### src/rtl/redun_mont_pkg.sv
// Shared parameters and types for the redundant-form Montgomery squaring datapath.
// A redundant word carries one extra bit; the value is sum(w[i] * 2^(i*WRD_BITS)).
package redun_mont_pkg;

  localparam int unsigned WRD_BITS = 16;
  localparam int unsigned NUM_WRDS = 4;
  localparam int unsigned BIN_BITS = NUM_WRDS * WRD_BITS;

  typedef logic [NUM_WRDS-1:0][WRD_BITS:0]   redun0_t;
  typedef logic [NUM_WRDS-1:0][WRD_BITS-1:0] bin_t;

  // Full-width arithmetic value of a redundant operand; top two bits are the carry-out.
  function automatic logic [BIN_BITS+1:0] to_binary(input redun0_t r);
    logic [BIN_BITS+1:0] acc;
    acc = '0;
    for (int unsigned i = 0; i < NUM_WRDS; i++) begin
      acc = acc + ((BIN_BITS+2)'(r[i]) << (i * WRD_BITS));
    end
    return acc;
  endfunction

endpackage

### src/rtl/redun_mont_collect_if.sv
// Result-collection bus between the squaring core / consumer and redun_mont_collect.
interface redun_mont_collect_if
  import redun_mont_pkg::*;
#(
  parameter int unsigned CNT_BITS = 64
) ();

  logic                i_start;
  logic [CNT_BITS-1:0] i_iter;
  redun0_t             i_mul;
  logic                i_mul_val;
  logic                i_rdy;
  logic                o_busy;
  logic [CNT_BITS-1:0] o_cnt;
  logic [BIN_BITS-1:0] o_dat;
  logic [1:0]          o_carry;
  logic                o_val;

  modport slave (
    input  i_start, i_iter, i_mul, i_mul_val, i_rdy,
    output o_busy, o_cnt, o_dat, o_carry, o_val
  );

  modport master (
    output i_start, i_iter, i_mul, i_mul_val, i_rdy,
    input  o_busy, o_cnt, o_dat, o_carry, o_val
  );

endinterface

### src/rtl/redun_carry_slice.sv
// One step of a word-serial carry walk: redundant word plus 2-bit carry in.
// The carry out never exceeds 2 when the carry in is at most 2.
module redun_carry_slice
  import redun_mont_pkg::*;
(
  input  logic [WRD_BITS:0]   i_word,
  input  logic [1:0]          i_carry,
  output logic [WRD_BITS-1:0] o_sum,
  output logic [1:0]          o_carry
);

  logic [WRD_BITS+1:0] w_full;

  always_comb begin
    w_full  = {1'b0, i_word} + {{WRD_BITS{1'b0}}, i_carry};
    o_sum   = w_full[WRD_BITS-1:0];
    o_carry = w_full[WRD_BITS+1:WRD_BITS];
  end

endmodule

### src/rtl/redun_mont_collect.sv
// Counts squaring-core result strobes, captures the programmed iteration, resolves it
// to binary one word per cycle and offers it under valid/ready. Never stalls the core.
module redun_mont_collect
  import redun_mont_pkg::*;
#(
  parameter int unsigned CNT_BITS = 64
) (
  input logic                  i_clk,
  input logic                  i_rst,
  redun_mont_collect_if.slave  io
);

  localparam int unsigned      K_BITS = (NUM_WRDS > 1) ? $clog2(NUM_WRDS) : 1;
  localparam logic [K_BITS-1:0] K_LAST = K_BITS'(NUM_WRDS - 1);

  typedef enum logic [3:0] {
    S_IDLE    = 4'b0001,
    S_COUNT   = 4'b0010,
    S_RESOLVE = 4'b0100,
    S_OUTPUT  = 4'b1000
  } state_t;

  state_t              r_state;
  logic [CNT_BITS-1:0] r_cnt;
  logic [CNT_BITS-1:0] r_tgt;
  redun0_t             r_buf;
  bin_t                r_dat;
  logic [K_BITS-1:0]   r_k;
  logic [1:0]          r_c;
  logic [1:0]          r_carry;
  logic                r_val;
  logic                r_busy;

  logic [WRD_BITS-1:0] w_sum;
  logic [1:0]          w_cout;

  redun_carry_slice u_slice (
    .i_word  (r_buf[r_k]),
    .i_carry (r_c),
    .o_sum   (w_sum),
    .o_carry (w_cout)
  );

  always_ff @(posedge i_clk) begin
    if (i_rst) begin
      r_state <= S_IDLE;
      r_cnt   <= '0;
      r_tgt   <= '0;
      r_buf   <= '0;
      r_dat   <= '0;
      r_k     <= '0;
      r_c     <= '0;
      r_carry <= '0;
      r_val   <= 1'b0;
      r_busy  <= 1'b0;
    end else if (io.i_start) begin
      // Start wins over any coincident strobe or handshake, including mid-job aborts.
      r_state <= S_COUNT;
      r_tgt   <= (io.i_iter == '0) ? CNT_BITS'(1) : io.i_iter;
      r_cnt   <= '0;
      r_k     <= '0;
      r_c     <= '0;
      r_val   <= 1'b0;
      r_busy  <= 1'b1;
    end else begin
      case (r_state)
        S_IDLE: ;
        S_COUNT: begin
          if (io.i_mul_val) begin
            if (r_cnt == r_tgt - CNT_BITS'(1)) begin
              r_buf   <= io.i_mul;
              r_cnt   <= r_tgt;
              r_k     <= '0;
              r_c     <= '0;
              r_state <= S_RESOLVE;
            end else if (r_cnt != '1) begin
              r_cnt <= r_cnt + CNT_BITS'(1);
            end
          end
        end
        S_RESOLVE: begin
          r_dat[r_k] <= w_sum;
          r_c        <= w_cout;
          if (r_k == K_LAST) begin
            r_carry <= w_cout;
            r_val   <= 1'b1;
            r_busy  <= 1'b0;
            r_k     <= '0;
            r_state <= S_OUTPUT;
          end else begin
            r_k <= r_k + 1'b1;
          end
        end
        S_OUTPUT: begin
          if (io.i_rdy) begin
            r_val   <= 1'b0;
            r_state <= S_IDLE;
          end
        end
        default: r_state <= S_IDLE;
      endcase
    end
  end

  assign io.o_busy  = r_busy;
  assign io.o_cnt   = r_cnt;
  assign io.o_dat   = r_dat;
  assign io.o_carry = r_carry;
  assign io.o_val   = r_val;

endmodule

### src/flat_wrapper.sv
// flat-port wrapper written by rule: the top's interface ports become plain ports
module redun_mont_collect_flat import redun_mont_pkg::*;
#(
  parameter int unsigned CNT_BITS = 64
)
  (i_clk, i_rst, io_i_start, io_i_iter, io_i_mul, io_i_mul_val, io_i_rdy, io_o_busy, io_o_cnt, io_o_dat, io_o_carry, io_o_val);
  redun_mont_collect_if #(.CNT_BITS(CNT_BITS)) io_i ();
  input logic i_clk;
  input logic i_rst;
  input wire logic [$bits(io_i.i_start)-1:0] io_i_start;
  input wire logic [$bits(io_i.i_iter)-1:0] io_i_iter;
  input wire logic [$bits(io_i.i_mul)-1:0] io_i_mul;
  input wire logic [$bits(io_i.i_mul_val)-1:0] io_i_mul_val;
  input wire logic [$bits(io_i.i_rdy)-1:0] io_i_rdy;
  output wire logic [$bits(io_i.o_busy)-1:0] io_o_busy;
  output wire logic [$bits(io_i.o_cnt)-1:0] io_o_cnt;
  output wire logic [$bits(io_i.o_dat)-1:0] io_o_dat;
  output wire logic [$bits(io_i.o_carry)-1:0] io_o_carry;
  output wire logic [$bits(io_i.o_val)-1:0] io_o_val;
  assign io_i.i_start = io_i_start;
  assign io_i.i_iter = io_i_iter;
  assign io_i.i_mul = io_i_mul;
  assign io_i.i_mul_val = io_i_mul_val;
  assign io_i.i_rdy = io_i_rdy;
  assign io_o_busy = io_i.o_busy;
  assign io_o_cnt = io_i.o_cnt;
  assign io_o_dat = io_i.o_dat;
  assign io_o_carry = io_i.o_carry;
  assign io_o_val = io_i.o_val;
  redun_mont_collect #(.CNT_BITS(CNT_BITS)) u_core (.i_clk(i_clk), .i_rst(i_rst), .io(io_i));
endmodule
### config.mk
export PLATFORM = sky130hd
export DESIGN_NAME = redun_mont_collect_flat
export DESIGN_NICKNAME = d
export VERILOG_FILES = /design/src/rtl/redun_mont_pkg.sv /design/src/rtl/redun_mont_collect_if.sv /design/src/rtl/redun_carry_slice.sv /design/src/rtl/redun_mont_collect.sv /design/src/flat_wrapper.sv
export SDC_FILE = /design/constraint.sdc
export NUM_CORES = 1
export LEC_CHECK = 0
export BUFFER_PORTS_ARGS = -buffer_cell sky130_fd_sc_hd__buf_4
export CORE_ASPECT_RATIO = 0.75
export CORE_UTILIZATION = 61
export DETAILED_ROUTE_END_ITERATION = 8
export MAX_ROUTING_LAYER = met4
export PLACE_DENSITY = 0.82
export SYNTH_ARGS = -nofsm -noshare
export SYNTH_HDL_FRONTEND = slang
export SYNTH_SLANG_ARGS = --single-unit
### constraint.sdc
create_clock -name i_clk -period 9.5 [get_ports i_clk]
set_clock_uncertainty 0.2 [all_clocks]
set_input_delay 0 -clock i_clk [delete_from_list [all_inputs] [get_ports i_clk]]
set_output_delay 0 -clock i_clk [all_outputs]
set_load 0.01 [all_outputs]
==> results of run 1 <==
[cell usage after synthesis (all sizes together), types with 4 or more instances]
master   number
buf          31
nor2b        12
a31o         11
a2bb2oi      10
o221ai       15
o32ai         4
nand2b       13
dfxtp       272
a311oi        7
xor2         46
o211ai        6
nand3b        4
nand2       143
o31ai        10
or4          24
o211a         4
ha            8
a21oi        65
a31oi        29
nor3         56
o21ai        64
xnor2        53
nand3        62
a21o         18
mux4         16
and4         12
and3         28
nand4        42
clkbuf      107
mux2i       154
a211oi       44
o21a         12
inv          21
nand4b        4
nor4         67
or2          14
or3b          4
or3          24
and2         23
nor2        265
[metal layers]
| layer | global-route usage, % | GRT overflow |
|---|---|---|
| met1 | 82.3 | 16 |
| met2 | 92.5 | 33 |
| met5 | - | - |
| met4 | 73.5 | 55 |
| met3 | 68.5 | 16 |
[cells by family after synthesis]
group	share of synthesized area [%]
muxes	12.6
buffers and inverters	4.22
adders and majority gates	0.784
AOI/OAI and AO/OA	14.9
xor gates and xnor gates	5.66
and+or+nand+nor	26.3
DFF	35.5
[per-stage QoR]
step	util, %	setup WS (ps)	cells
after floorplan	-	4710	1856
after global placement	71.2	3610	2336
after detailed placement	71.2	3410	2336
after CTS	85.3	2820	2627
[what timing repair did]
item / 4_1_cts
gates resized for setup: 0
endpoints found under the hold margin: 146
setup buffers: 0
hold buffers: 243
endpoints found under the setup margin: 0
==> run_results.csv, run 1 <==
group,metric,value,unit
placed_design,io_buffers,268,
status,status,"aborted with a tool error",
die,die_w,185,um
logic_synthesis,yosysUniqueCellTypes,78,
global_routing,antenna_found_initial,28,
die,pin_count,269,
logic_synthesis,ys_top_cells_by_area,"dfxtp_1, mux2i_1, nor2_1",
logic_synthesis,syn_avg_cell_area,8.25,um2
logic_synthesis,syn_nets,2002,
die,die_h,139,um
logic_synthesis,yosys_warnings,0,
logic_synthesis,ys_seq_area_share,35.5,%
logic_synthesis,synth_top_cell_area_share,35.5,%
placed_design,postPlaceCellArea,0.0173,mm2
global_routing,grt.overflow.total,120,
cts,htree_levels,1,
cts,clockBufferDepth,3,
global_routing,grt_max_degree,110,
die,start_util,62.9,%
placed_design,place_congestion,1.05,
logic_synthesis,ys_ff_latch,272,
cts,clock-sinks,272,
logic_synthesis,synth_flop_cell,"dfxtp_1",
placed_design,dpl.hpwl,41900,um
status,error_line,"[ERROR GRT-0232] Routing congestion too high. Check the congestion heatmap in the GUI.",
logic_synthesis,synth_top_area_cell,"dfxtp_1",
die,rows,49,
cts,cts-root-buf,"clkbuf_16",
logic_synthesis,synth-edff-count,0,
logic_synthesis,synth_area,0.0153,mm2
cts,cts_buffers,26,
status,haltStage,"5_1_grt",
global_routing,grt_use_total,81.1,%
logic_synthesis,syn_inst,1856,
logic_synthesis,synth-async-reset-ratio,0,%
==> inputs of run 2 (changes only) <==
CORE_ASPECT_RATIO = default   (was 0.75)
CORE_UTILIZATION = 40   (was 61)
MAX_ROUTING_LAYER = default   (was met4)
PLACE_DENSITY = default   (was 0.82)
PLACE_DENSITY_LB_ADDON = 0.15   (was default)
==> run 2 against run 1 <==
Effect of this change:
- the flow now finishes without violations
- synthesized cell count stayed put
- synthesized area is the same
==> run_results.csv, run 2 <==
group,metric,value,unit
global_routing,grt_use_total,30.5,%
route,drt_pre_antenna_iters,5,
logic_synthesis,syn_avg_cell_area,8.25,um2
worst_setup_path,r2r_cells,11,
cts,postCtsSetupRepairBufs,0,
finish,layout_commonest_cell,"buf_4",
sta,finalHoldViolCount,0,
power,power_leakage,8.04,nW
worst_setup_path,cp.depth,11,
logic_synthesis,synth_area,0.0153,mm2
finish,largest_register_ffs,68,
run,drv_cap,0,
route,avgRoutedWirePerCell,21.6,um
worst_setup_path,startpoint_type,"register",
route,route.detailed.drc,0,
die,die_w,198,um
logic_synthesis,synth-async-reset-ratio,0,%
sta,fmax,157,MHz
worst_setup_path,cp_max_fo,68,
global_routing,grt.overflow.total,0,
worst_setup_path,crit_arrival,6570,ps
sta,rsz0062_at_grt,"no",
placed_design,placed_cells,2515,
worst_hold_path,hold_class,"in2reg",
sta,period_share,67.1,%
worst_setup_path,required,9700,ps
logic_synthesis,synth_flop_cell,"dfxtp_1",
worst_hold_path,holdCritStartpoint,"io_i_mul[31]",
finish,fillers,3496,
route,drt_iter0_markers,1119,
cts,cts_buffers,34,
global_routing,met3_usage,6.11,%
sta,tns,0,ps
cts,clock-sinks,272,
worst_setup_path,r2r_slack,3130,ps
cts,cts-root-buf,"clkbuf_16",
sta,whs,24.7,ps
cts,cts_tree,"built",
worst_setup_path,critPathKind,"reg2reg",
logic_synthesis,synth-edff-count,0,
logic_synthesis,synth.most_common_cell,"dfxtp_1",
worst_setup_path,crit_end,"u_core.r_buf[46]",
logic_synthesis,ys_ff_latch,272,
worst_setup_path,max_stage_delay,1090,ps
finish,final_area,0.0208,mm2
logic_synthesis,yosys_warnings,0,
status,status,"completed",
route,wl,60200,um
route,vias,15900,
logic_synthesis,synth.top_cells.by_count,"dfxtp_1, nor2_1, mux2i_1",
finish,layout_common_cells,"buf_4, dfxtp_1, nor2_1",
worst_setup_path,crit_slowest_cell,"nor4_1",
placed_design,io_buffers,268,
die,pin_count,269,
die,dieArea,0.0391,mm2
worst_setup_path,crit_path_end_kind,"register",
global_routing,grt_pass1_vias,15400,
finish,antenna-diode-count,0,
power,p_per_area,141,mW/mm2
placed_design,postPlaceCellArea,0.0176,mm2
global_routing,antenna_found_initial,0,
logic_synthesis,synth_top_cell_area_share,35.5,%
logic_synthesis,yosysUniqueCellTypes,78,
route,routed_via_density,5.70,
sta,worst_pin_slew,1200,ps
logic_synthesis,synth_top_area_cell,"dfxtp_1",
worst_setup_path,crit_chain,"or4_1 -> or4_1 -> nor4_1 -> and4_1 -> o221ai_1 -> nor4_1 -> nand4bb_1 -> nor4_4 -> buf_4 -> mux2i_1 -> nor2_1",
route,antenna_left,0,
power,vdd_drop_max,0.000139,V
global_routing,grt_first_pass_wirelength,91300,um
worst_setup_path,crit_path_start,"u_core.r_tgt[2]",
finish,finalNonFillerCells,2785,
logic_synthesis,syn_nets,2002,
global_routing,grt_util_met1,39.9,%
global_routing,grt_max_degree,100,
sta,fin_crit,6370,ps
cts,clockBufferDepth,3,
logic_synthesis,ys_seq_area_share,35.5,%
cts,clock_latency,550,ps
cts,path_clk_slew,60,ps
finish,synthToLayoutAreaGrowth,36.0,%
placed_design,dpl.hpwl,43100,um
global_routing,groute.layer.met2.usage,49.9,%
die,core,0.0377,mm2
global_routing,grt_most_used_layer,"met2",
finish,top_register,"u_core.r_buf",
logic_synthesis,ys_top_cells_by_area,"dfxtp_1, mux2i_1, nor2_1",
placed_design,place_congestion,0.943,
worst_setup_path,crit_family,"simple AND/OR/NAND/NOR gates",
finish,drive_gt1_share,17.5,%
worst_setup_path,r2r-start,"u_core.r_tgt[2]",
finish,final_nets,2395,
logic_synthesis,syn_inst,1856,
worst_setup_path,worstReg2RegEnd,"u_core.r_buf[46]",
die,rows,71,
worst_setup_path,critPathBufInv,1,
sta,slew_viol_final,0,
sta,setup_viol,0,
die,start_util,40.7,%
cts,htree_levels,2,
die,die_h,198,um
sta,slew_headroom,19.5,%
[run 2: cell counts after synthesis]
Identical to the previous run, type by type.
[run 2: worst register-to-register path, delay by kind of cell, from the launching register on]
kind / cells / cell delay [ps]
and+or+nand+nor: 8 / 4230
buffers and inverters: 1 / 870
muxes: 1 / 430
DFF: 1 / 380
AOI/OAI and AO/OA: 1 / 120
[run 2: per-layer routing]
layer / part of all wire, % / wire [um]
met2: 47 / 28100
met3: 7.0 / 4210
met1: 43 / 26200
met5: 0 / 0
met4: 2.9 / 1730
[run 2: power breakdown]
part / switching, mW / total [mW] / internal (mW)
clock: 0.543 / 1.37 / 0.825
combinational: 0.189 / 0.369 / 0.180
sequential: 0.0416 / 1.20 / 1.16
total: 0.774 / 2.94 / 2.16
[run 2: metrics by stage]
| stage | power (mW) | utilization [%] | worst slack (ps) |
|---|---|---|---|
| floorplan | 1.38 | - | 4710 |
| global placement | 1.51 | 46.6 | 3520 |
| detailed placement | 1.51 | 46.6 | 3370 |
| CTS | 2.95 | 55.3 | 3330 |
| global route | 3.04 | 55.3 | 2840 |
| finish | 2.94 | 55.3 | 3130 |
[run 2: repair_timing]
action                    CTS  global route
gates resized for setup     0             0
hold buffers              209             0
hold endpoints to repair  172             0
[run 2: kinds of logic after synthesis]
kind of cell | synth area share (%)
AO/OA/AOI/OAI | 14.9
XOR/XNOR | 5.66
adder cells (fa/ha/maj) | 0.784
buffers and inverters | 4.22
flip-flops | 35.5
multiplexers | 12.6
AND/OR/NAND/NOR | 26.3
[run 2: final cells by class]
type	count	area (um2)	area share (%)
clock inverters	14	180	0.865
flip-flops and latches	272	5450	26.1
multi-input cells	1425	9240	44.4
repair buffers	495	4240	20.4
well taps	511	639	3.07
clock buffers	47	1000	4.81
inverters	21	78.8	0.378
[run 2: worst min-delay path by stage]
stage	endpoint	slack, ps	depth (start not counted)
after floorplan	u_core.r_buf[61]	-50	2
after global placement	u_core.r_buf[60]	30	3
after detailed placement	u_core.r_buf[32]	40	3
after CTS	u_core.r_buf[64]	0.1	4
after global routing	u_core.r_buf[61]	30	4
final	u_core.r_buf[31]	20	4
(Power assumes the default switching activity.)
